[src/rtl/hazard_scoreboard.sv]
// Hazard unit for the five-stage pipeline: EX operand forwarding, load-use stall, branch flush,
// and a per-register pending scoreboard with a watchdog for multi-cycle execute ops.
module hazard_scoreboard #(
  parameter int unsigned NREGS    = 32,
  parameter int unsigned REGW     = 5,
  parameter int unsigned MC_UNITS = 1,
  parameter int unsigned MAX_LAT  = 64,
  parameter int unsigned CNTW     = $clog2(MAX_LAT + 1)
) (
  input  logic                              clk,
  input  logic                              rst_n,
  // Decode stage
  input  logic [REGW-1:0]                   Rs1D,
  input  logic [REGW-1:0]                   Rs2D,
  input  logic [REGW-1:0]                   RdD,
  input  logic                              mcD,
  // Execute stage
  input  logic [REGW-1:0]                   Rs1E,
  input  logic [REGW-1:0]                   Rs2E,
  input  logic [REGW-1:0]                   RdE,
  input  logic                              ResultSrcE_zero,
  input  logic                              PCSrcE,
  // Memory / writeback stages
  input  logic [REGW-1:0]                   RdM,
  input  logic [REGW-1:0]                   RdW,
  input  logic                              RegWriteM,
  input  logic                              RegWriteW,
  // Multi-cycle unit handshake
  input  logic                              mc_issue,
  input  logic [REGW-1:0]                   mc_issue_rd,
  input  logic                              mc_done,
  input  logic [REGW-1:0]                   mc_done_rd,
  // Pipeline controls
  output logic                              StallF,
  output logic                              StallD,
  output logic                              FlushD,
  output logic                              FlushE,
  output logic [1:0]                        ForwardAE,
  output logic [1:0]                        ForwardBE,
  // Scoreboard status
  output logic [NREGS-1:0]                  pending,
  output logic [$clog2(MC_UNITS+1)-1:0]     mc_inflight,
  output logic                              mc_timeout
);

  localparam int unsigned IFW = $clog2(MC_UNITS + 1);
  localparam logic [IFW-1:0]  InflMax = IFW'(MC_UNITS);
  localparam logic [CNTW-1:0] WdLimit = CNTW'(MAX_LAT);

  logic [NREGS-1:0] pendingQ, pendingD;
  logic [IFW-1:0]   inflightQ, inflightD;
  logic [CNTW-1:0]  wdCntQ, wdCntD;
  logic             timeoutQ, timeoutD;
  logic             protoErr;

  logic lwStall, sbStall;
  logic rawHaz, wawHaz, structHaz;

  // Newest producer (M) wins over older (W); x0 is hardwired zero and never forwarded.
  function automatic logic [1:0] fwdSel(input logic [REGW-1:0] rs,
                                        input logic [REGW-1:0] rdM,
                                        input logic            weM,
                                        input logic [REGW-1:0] rdW,
                                        input logic            weW);
    logic [1:0] sel;
    sel = 2'b00;
    if (rs != '0) begin
      if (weM && (rs == rdM)) begin
        sel = 2'b10;
      end else if (weW && (rs == rdW)) begin
        sel = 2'b01;
      end
    end
    return sel;
  endfunction

  always_comb begin
    ForwardAE = fwdSel(Rs1E, RdM, RegWriteM, RdW, RegWriteW);
    ForwardBE = fwdSel(Rs2E, RdM, RegWriteM, RdW, RegWriteW);
  end

  // Hazard detection
  always_comb begin
    lwStall   = ResultSrcE_zero && (RdE != '0) && ((Rs1D == RdE) || (Rs2D == RdE));
    rawHaz    = pendingQ[Rs1D] || pendingQ[Rs2D];
    wawHaz    = (RdD != '0) && pendingQ[RdD];
    // A completing op frees its unit this cycle, so a new one may follow right behind.
    structHaz = mcD && (inflightQ == InflMax) && !mc_done;
    sbStall   = rawHaz || wawHaz || structHaz;
  end

  always_comb begin
    StallF = lwStall || sbStall;
    StallD = lwStall || sbStall;
    FlushD = PCSrcE;
    FlushE = lwStall || sbStall || PCSrcE;
  end

  // Scoreboard: clear on completion first so a same-register issue re-sets the bit.
  always_comb begin
    pendingD = pendingQ;
    if (mc_done) begin
      pendingD[mc_done_rd] = 1'b0;
    end
    if (mc_issue && (mc_issue_rd != '0)) begin
      pendingD[mc_issue_rd] = 1'b1;
    end
    pendingD[0] = 1'b0;
  end

  // Outstanding op counter; attempts past either bound are protocol errors.
  always_comb begin
    inflightD = inflightQ;
    protoErr  = 1'b0;
    case ({mc_issue, mc_done})
      2'b10: begin
        if (inflightQ == InflMax) begin
          protoErr = 1'b1;
        end else begin
          inflightD = inflightQ + 1'b1;
        end
      end
      2'b01: begin
        if (inflightQ == '0) begin
          protoErr = 1'b1;
        end else begin
          inflightD = inflightQ - 1'b1;
        end
      end
      default: begin
        inflightD = inflightQ;
      end
    endcase
  end

  // Watchdog measures cycles without forward progress while ops are outstanding.
  always_comb begin
    wdCntD = wdCntQ;
    if (mc_done || (inflightQ == '0)) begin
      wdCntD = '0;
    end else if (wdCntQ != WdLimit) begin
      wdCntD = wdCntQ + 1'b1;
    end
    timeoutD = timeoutQ || protoErr || (wdCntD == WdLimit);
  end

  always_ff @(posedge clk or negedge rst_n) begin
    if (!rst_n) begin
      pendingQ  <= '0;
      inflightQ <= '0;
      wdCntQ    <= '0;
      timeoutQ  <= 1'b0;
    end else begin
      pendingQ  <= pendingD;
      inflightQ <= inflightD;
      wdCntQ    <= wdCntD;
      timeoutQ  <= timeoutD;
    end
  end

  assign pending     = pendingQ;
  assign mc_inflight = inflightQ;
  assign mc_timeout  = timeoutQ;

endmodule

[config.mk]
export PLATFORM = sky130hd
export DESIGN_NAME = hazard_scoreboard
export DESIGN_NICKNAME = d
export VERILOG_FILES = /design/src/rtl/hazard_scoreboard.sv
export SDC_FILE = /design/constraint.sdc
export NUM_CORES = 1
export LEC_CHECK = 0
export ABC_AREA = 1
export BUFFER_PORTS_ARGS = -buffer_cell sky130_fd_sc_hd__buf_2
export CORE_UTILIZATION = 30
export DETAILED_ROUTE_END_ITERATION = 12
export PLACE_DENSITY = 0.52
export REMOVE_ABC_BUFFERS = 1
export SETUP_SLACK_MARGIN = 0.15
export SYNTH_ARGS = -nofsm -noshare
export SYNTH_HDL_FRONTEND = slang
export SYNTH_SLANG_ARGS = --single-unit
[constraint.sdc]
create_clock -name clk -period 1.59 [get_ports clk]
set_input_delay 0.159 -clock clk [delete_from_list [all_inputs] [get_ports clk]]
set_output_delay 0.159 -clock clk [all_outputs]
set_load 0.03 [all_outputs]
==> qor.csv, run 1 <==
metric;value;unit
failing checks;setup timing;
Mapped Area;3510;µm²
Pre-antenna DRT Iters;4;
vias in the first global route;3771;
status;finished, violations left;
max_cap viols;0;
I/O Buffers;99;
Die Area;12100;µm²
critical path required time;1.43;ns
Clock Tree Buf Depth;2;
H-tree depth;2;
Hold Path Stages;4;
Clk pwr share;0.252;
GRT Total Usage;0.206;
Worst EP arrival;1.69;ns
Syn Area/Cell;6.29;µm²
Pwr Density;1030;nW/µm²
# rows;39;
CP top delay family;simple AND/OR/NAND/NOR gates;
sequential fraction of the synthesis area;0.285;
wire length per cell;15.1;µm
largest net degree at the start of global routing;22;
initial DRC count;204;
DP HPWL;9790;µm
grt ovf;0;
Hold Crit Class;in2reg;
initial antenna violation count;0;
combinational share of power;0.446;
CTS clk-pin slew, worst paths;0.06;ns
Vias;4137;
Final ANT Viol Nets;0;
worst slack at placement;-0.0388;ns
final wirelength;12500;µm
WHS Endpoint;pending[28];
R2R Path End;mc_timeout;
CP Cell Sequence;inv_2, nand2_1, nand3_1, nand3_1, nand3_2, nand2_2, nand2_1, nand2_1, nor2_2, nand3_1, buf_6;
I/O Pins;101;
number of clock sinks;40;
hold_ws;0.247;ns
min cycle time layout;1.85;ns
kind of end point of the critical path;output pin;
Reg2Reg Setup Slack;0.10;ns
Root Buffer;clkbuf_16;
RSZ-0062 raised after global routing;yes;
slowest cell on the critical path;dfrtp_1;
PnR worst setup slack;-0.259;ns
flop and latch count out of synthesis;40;
reg2reg path depth;8;
Core Region;11400;µm²
Setup Viol. Count Final;3;
Setup TNS;-0.737;ns
Max Fclk;541;MHz
Layout area overhead;29.3;%
Pleak;2.42;nW
Int Pwr;0.00267;W
Final Slew Violations;0;
Final #Nets;745;
Post-synth EDFFs;0;
ANT cells;0;
CTS buffer count;5;
relative slew slack;0.649;
Final Cycle Share;1.16;
# DRC;0;
sequential fraction of design power;0.302;
Critical path buffers and inverters;2;
Die X;110;µm
Crit Path Max Fanout;3;
critical path's largest stage delay;0.42;ns
Starting Density;0.307;
Net Switching;0.00198;W
DR vias/cell;5.01;
worst slew pin tran;0.526;ns
HP Start;mc_issue_rd[1];
sw frac;0.426;
routability cong.;0.901;
final hold vios;0;
Ys Warns;0;
clock latency on the worst-skew pair;0.29;ns
Yosys cell types;38;
Crit Path Category;reg2out;
CTS tree;built;
skew final;0.00520;ns
asr flop ratio synth;1.00;
layout cells sized above 1;0.274;
r2r startpoint;wdCntQ[1];
Main synth FF type;dfrtp_1;
Startpoint Class;register;
VDD IR max;0.000529;V
first-pass GRT wire length;19000;µm
Die Y;110;µm
Cells after Synth;558;
power by group through the flow:
stage / Sequential [W] / Combinational, W / Clock (W)
2_1_floorplan: 0.00175 / 0.000745 / 0
3_3_place_gp: 0.00140 / 0.00192 / 0
3_5_place_dp: 0.00141 / 0.00194 / 0
4_1_cts: 0.00140 / 0.00206 / 0.00118
5_1_grt: 0.00143 / 0.00229 / 0.00122
6_report: 0.00141 / 0.00208 / 0.00117
layout make-up:
class / instances / area, µm²
Clock inverter: 3 / 42.5
Clock buffer: 5 / 125
Fill cell: 1250 / 6880
Tap cell: 143 / 179
Inverter: 94 / 370
Timing Repair Buffer: 131 / 782
Multi-Input combinational cell: 410 / 2040
Sequential cell: 40 / 1000
cells in the final DEF (no fill, tap or decap), types with 4 or more instances in the layout:
| cell | count |
|---|---|
| buf_4 | 29 |
| nand3_1 | 82 |
| xnor2_1 | 6 |
| xor2_1 | 11 |
| o21ai_0 | 63 |
| nand4_1 | 5 |
| clkbuf_16 | 5 |
| dfrtp_1 | 39 |
| inv_2 | 24 |
| o31ai_1 | 5 |
| nand3_2 | 4 |
| nor2_1 | 22 |
| buf_2 | 96 |
| nand2_2 | 4 |
| a21oi_1 | 5 |
| nor3_1 | 8 |
| inv_1 | 67 |
| nand2_1 | 160 |
cell usage after synthesis, types with 2 or more instances:
master / instances / area [µm²]
nor2_1: 24 / 90.1
dfrtp_1: 40 / 1000
o21ai_0: 63 / 315
inv_2: 2 / 7.51
nand4_1: 5 / 31.3
nor4_1: 5 / 31.3
nor3_1: 9 / 45.0
xnor2_1: 6 / 52.6
inv_6: 2 / 17.5
xor2_1: 11 / 96.3
o31ai_1: 5 / 37.5
nand3_1: 85 / 425
o22ai_1: 3 / 18.8
buf_6: 6 / 67.6
buf_8: 2 / 30.0
o211ai_1: 3 / 22.5
a21oi_2: 3 / 26.3
buf_2: 2 / 10.0
a21oi_1: 5 / 25.0
nand2_1: 163 / 612
buf_4: 3 / 22.5
ha_1: 4 / 50.1
inv_1: 89 / 334
o21ai_1: 3 / 15.0
a211oi_1: 2 / 15.0
what timing repair did:
item,CTS,global route
endpoints found under the hold margin,20,0
pin swaps,11,7
gates resized for setup,33,9
cloned,0,0
hold buffers,1,0
endpoints found under the setup margin,4,6
buffers inserted,10,1
worst register-to-register path: stages (launching register included):
cell	delay, ns
dfrtp_1	0.40
ha_2	0.21
nand3_2	0.10
nor2_2	0.11
nand2_1	0.07
or2_1	0.22
a21oi_2	0.13
nand4_1	0.11
nand2_1	0.07
per-layer routing:
| metal | GRT usage | up-vias | wire, µm | part of all wire |
|---|---|---|---|---|
| met2 | 0.363 | 133 | 6120 | 0.49 |
| met4 | 0.0461 | 0 | 124 | 0.0099 |
| met5 | 0 | - | 0 | 0 |
| li1 | - | 2051 | - | - |
| met1 | 0.262 | 1944 | 5480 | 0.44 |
| met3 | 0.0347 | 9 | 747 | 0.060 |
per-stage QoR:
stage	total power [W]	area, µm²	utilization	std cells
finish	0.00466	4540	0.397	826
global route	0.00494	4540	0.397	826
CTS	0.00465	4500	0.394	825
detailed placement	0.00335	4210	0.369	806
global placement	0.00332	4210	0.369	806
floorplan	0.00250	3360	-	544
logic make-up (layout without fill, tap and decap cells):
| logic type | Yosys count | in the layout | share of synthesized area |
|---|---|---|---|
| compound gates | 89 | 89 | 0.140 |
| xor+xnor | 17 | 17 | 0.0424 |
| fa+ha+maj | 4 | 4 | 0.0143 |
| buf+inv | 108 | 233 | 0.148 |
| flops | 40 | 40 | 0.285 |
| other cells | 1 | 1 | 0.00107 |
| simple gates | 299 | 299 | 0.369 |
registers in the layout, indices dropped and copies added, names as in the netlist:
signal / flops
wdCntQ: 7
pending: 31
mc_inflight: 1
mc_timeout: 1
how the worst max path moves through the flow:
stage / cells after the start / slack (ns) / from / to
after global placement: 10 / 0.02 / Rs2D[0] / FlushE
final: 11 / -0.26 / pending[30] / FlushE
after CTS: 13 / -0.23 / pending[20] / FlushE
after floorplan: 8 / -0.1 / pending[13] / StallD
after detailed placement: 14 / -0.04 / RdD[0] / StallF
after global routing: 13 / -0.38 / pending[18] / FlushE
No activity file was read; power rests on OpenSTA's default activity.
==> inputs of run 2 (changes only) <==
--- a/config.mk
+++ b/config.mk
@@ -7,9 +7,9 @@
 export LEC_CHECK = 0
 export ABC_AREA = 1
 export BUFFER_PORTS_ARGS = -buffer_cell sky130_fd_sc_hd__buf_2
-export CORE_UTILIZATION = 30
+export CORE_UTILIZATION = 44
 export DETAILED_ROUTE_END_ITERATION = 12
-export PLACE_DENSITY = 0.52
+export PLACE_DENSITY = 0.7
 export REMOVE_ABC_BUFFERS = 1
 export SETUP_SLACK_MARGIN = 0.15
 export SYNTH_ARGS = -nofsm -noshare
==> run 2 against run 1 <==
Critical endpoint unchanged. Largest cell class unchanged. Sequential share of layout area grew 0.58 points. The run still ends with setup timing left. Setup slack worse by 0.016 ns. Sequential power about the same.
==> qor.csv, run 2 (synthesized netlist as in run 1, its figures left out) <==
metric;value;unit
most common cell after layout, fill and taps aside;nand2_1;
routability cong.;1.00;
CTS buffer count;5;
Setup Viol. Count Final;3;
initial antenna violation count;0;
Net Switching;0.00190;W
Vias;4261;
first-pass GRT wire length;18600;µm
Root Buffer;clkbuf_8;
min cycle time layout;1.87;ns
Multi-input gate area;2050;µm²
Pwr Density;936;nW/µm²
Int Pwr;0.00224;W
RSZ-0062 raised after global routing;yes;
Pre-antenna DRT Iters;7;
grt ovf;0;
Reg area;1000;µm²
Crit Path Category;reg2out;
# rows;32;
VDD IR max;0.000665;V
Pleak;2.40;nW
Layout area overhead;26.3;%
Core Region;7730;µm²
max_cap viols;0;
Startpoint Class;register;
Crit Path Max Fanout;3;
worst slack at placement;-0.0472;ns
Non-Filler Instances;786;
failing checks;setup timing;
skew final;0.00400;ns
Final Slew Violations;0;
H-tree depth;2;
Placed Cells;761;
final hold vios;0;
most frequent cells in the layout;nand2_1, buf_2, nand3_1, inv_1, o21ai_0;
# DRC;0;
critical path required time;1.43;ns
PnR worst setup slack;-0.275;ns
vias in the first global route;3830;
max reg flops;31;
Worst EP arrival;1.71;ns
largest net degree at the start of global routing;24;
I/O Pins;101;
I/O Buffers;99;
Die Y;91.3;µm
Setup TNS;-0.808;ns
Final #Nets;747;
Die X;91.3;µm
Clk pwr share;0.157;
Starting Density;0.454;
kind of end point of the critical path;output pin;
wire length per cell;14.7;µm
Hold Crit Class;in2reg;
DP HPWL;8910;µm
sequential fraction of design power;0.341;
ANT cells;0;
layout cells sized above 1;0.270;
Max Fclk;536;MHz
Die Area;8340;µm²
CTS tree;built;
DR vias/cell;5.42;
final wirelength;11600;µm
Final Cycle Share;1.17;
combinational share of power;0.503;
number of clock sinks;40;
hold_ws;0.236;ns
initial DRC count;212;
fillcell total;776;
clock latency on the worst-skew pair;0.30;ns
Clock Tree Buf Depth;2;
sw frac;0.459;
GRT Total Usage;0.277;
Final ANT Viol Nets;0;
CTS clk-pin slew, worst paths;0.08;ns
status;finished, violations left;
[run 2: what timing repair did]
action                                  4_1_cts  5_1_grt
hold buffers                                  1        0
hold endpoints to repair                     17        0
resized for setup                            24       21
gates cloned                                  0        0
pin swaps                                     5       15
setup buffers                                12        5
endpoints found under the setup margin        4        8
[run 2: power by group through the flow]
stage,registers (W),logic (W),clock network [W]
2_1_floorplan,0.00175,0.000745,0
3_3_place_gp,0.00141,0.00183,0
3_5_place_dp,0.00143,0.00184,0
4_1_cts,0.00141,0.00197,0.000651
5_1_grt,0.00143,0.00227,0.000701
6_report,0.00141,0.00208,0.000650
[run 2: layout make-up]
type / count / share of cell area
Clock inverter: 1 / 0.00113
Tap cell: 102 / 0.0288
Inverter: 94 / 0.0836
Clock buffer: 6 / 0.0164
Timing Repair Buffer: 133 / 0.181
Multi-Input combinational cell: 410 / 0.462
Sequential cell: 40 / 0.227
[run 2: worst paths after layout]
| path | depth (start not counted) | end | slack [ns] | from |
|---|---|---|---|---|
| setup / recovery | 11 | FlushE | -0.28 | pending[28] |
| hold / removal | 4 | pending[28] | 0.24 | mc_issue_rd[1] |
| setup reg to reg | 8 | mc_timeout | 0.11 | wdCntQ[1] |
| hold reg to reg | 2 | mc_timeout | 0.49 | mc_timeout |
| max in group asynchronous | 3 | pending[7] | 0.76 | rst_n |
| min in group asynchronous | 2 | mc_timeout | 0.34 | rst_n |
[run 2: worst max-delay path: stages, from the launching register on]
cell,delay (ns)
dfrtp_1,0.40
inv_2,0.09
nand2_1,0.06
nand3_1,0.09
nand3_1,0.09
nand3_1,0.12
nand2_1,0.06
nand2_1,0.09
nand2_2,0.07
nor2_4,0.13
nand3_2,0.08
buf_6,0.14
[run 2: per-layer routing]
metal	track usage	vias to the layer above	wire length, µm
met5	0	-	0
met4	0.0754	0	219
met3	0.0318	29	835
met2	0.467	224	5500
met1	0.376	1953	5030
li1	-	2055	-
[run 2: through the flow]
stage	total power, W	util	area [µm²]
after floorplan	0.00250	-	3360
after global placement	0.00324	0.534	4130
after detailed placement	0.00327	0.534	4130
after CTS	0.00403	0.560	4320
after global routing	0.00440	0.574	4430
final	0.00415	0.574	4430
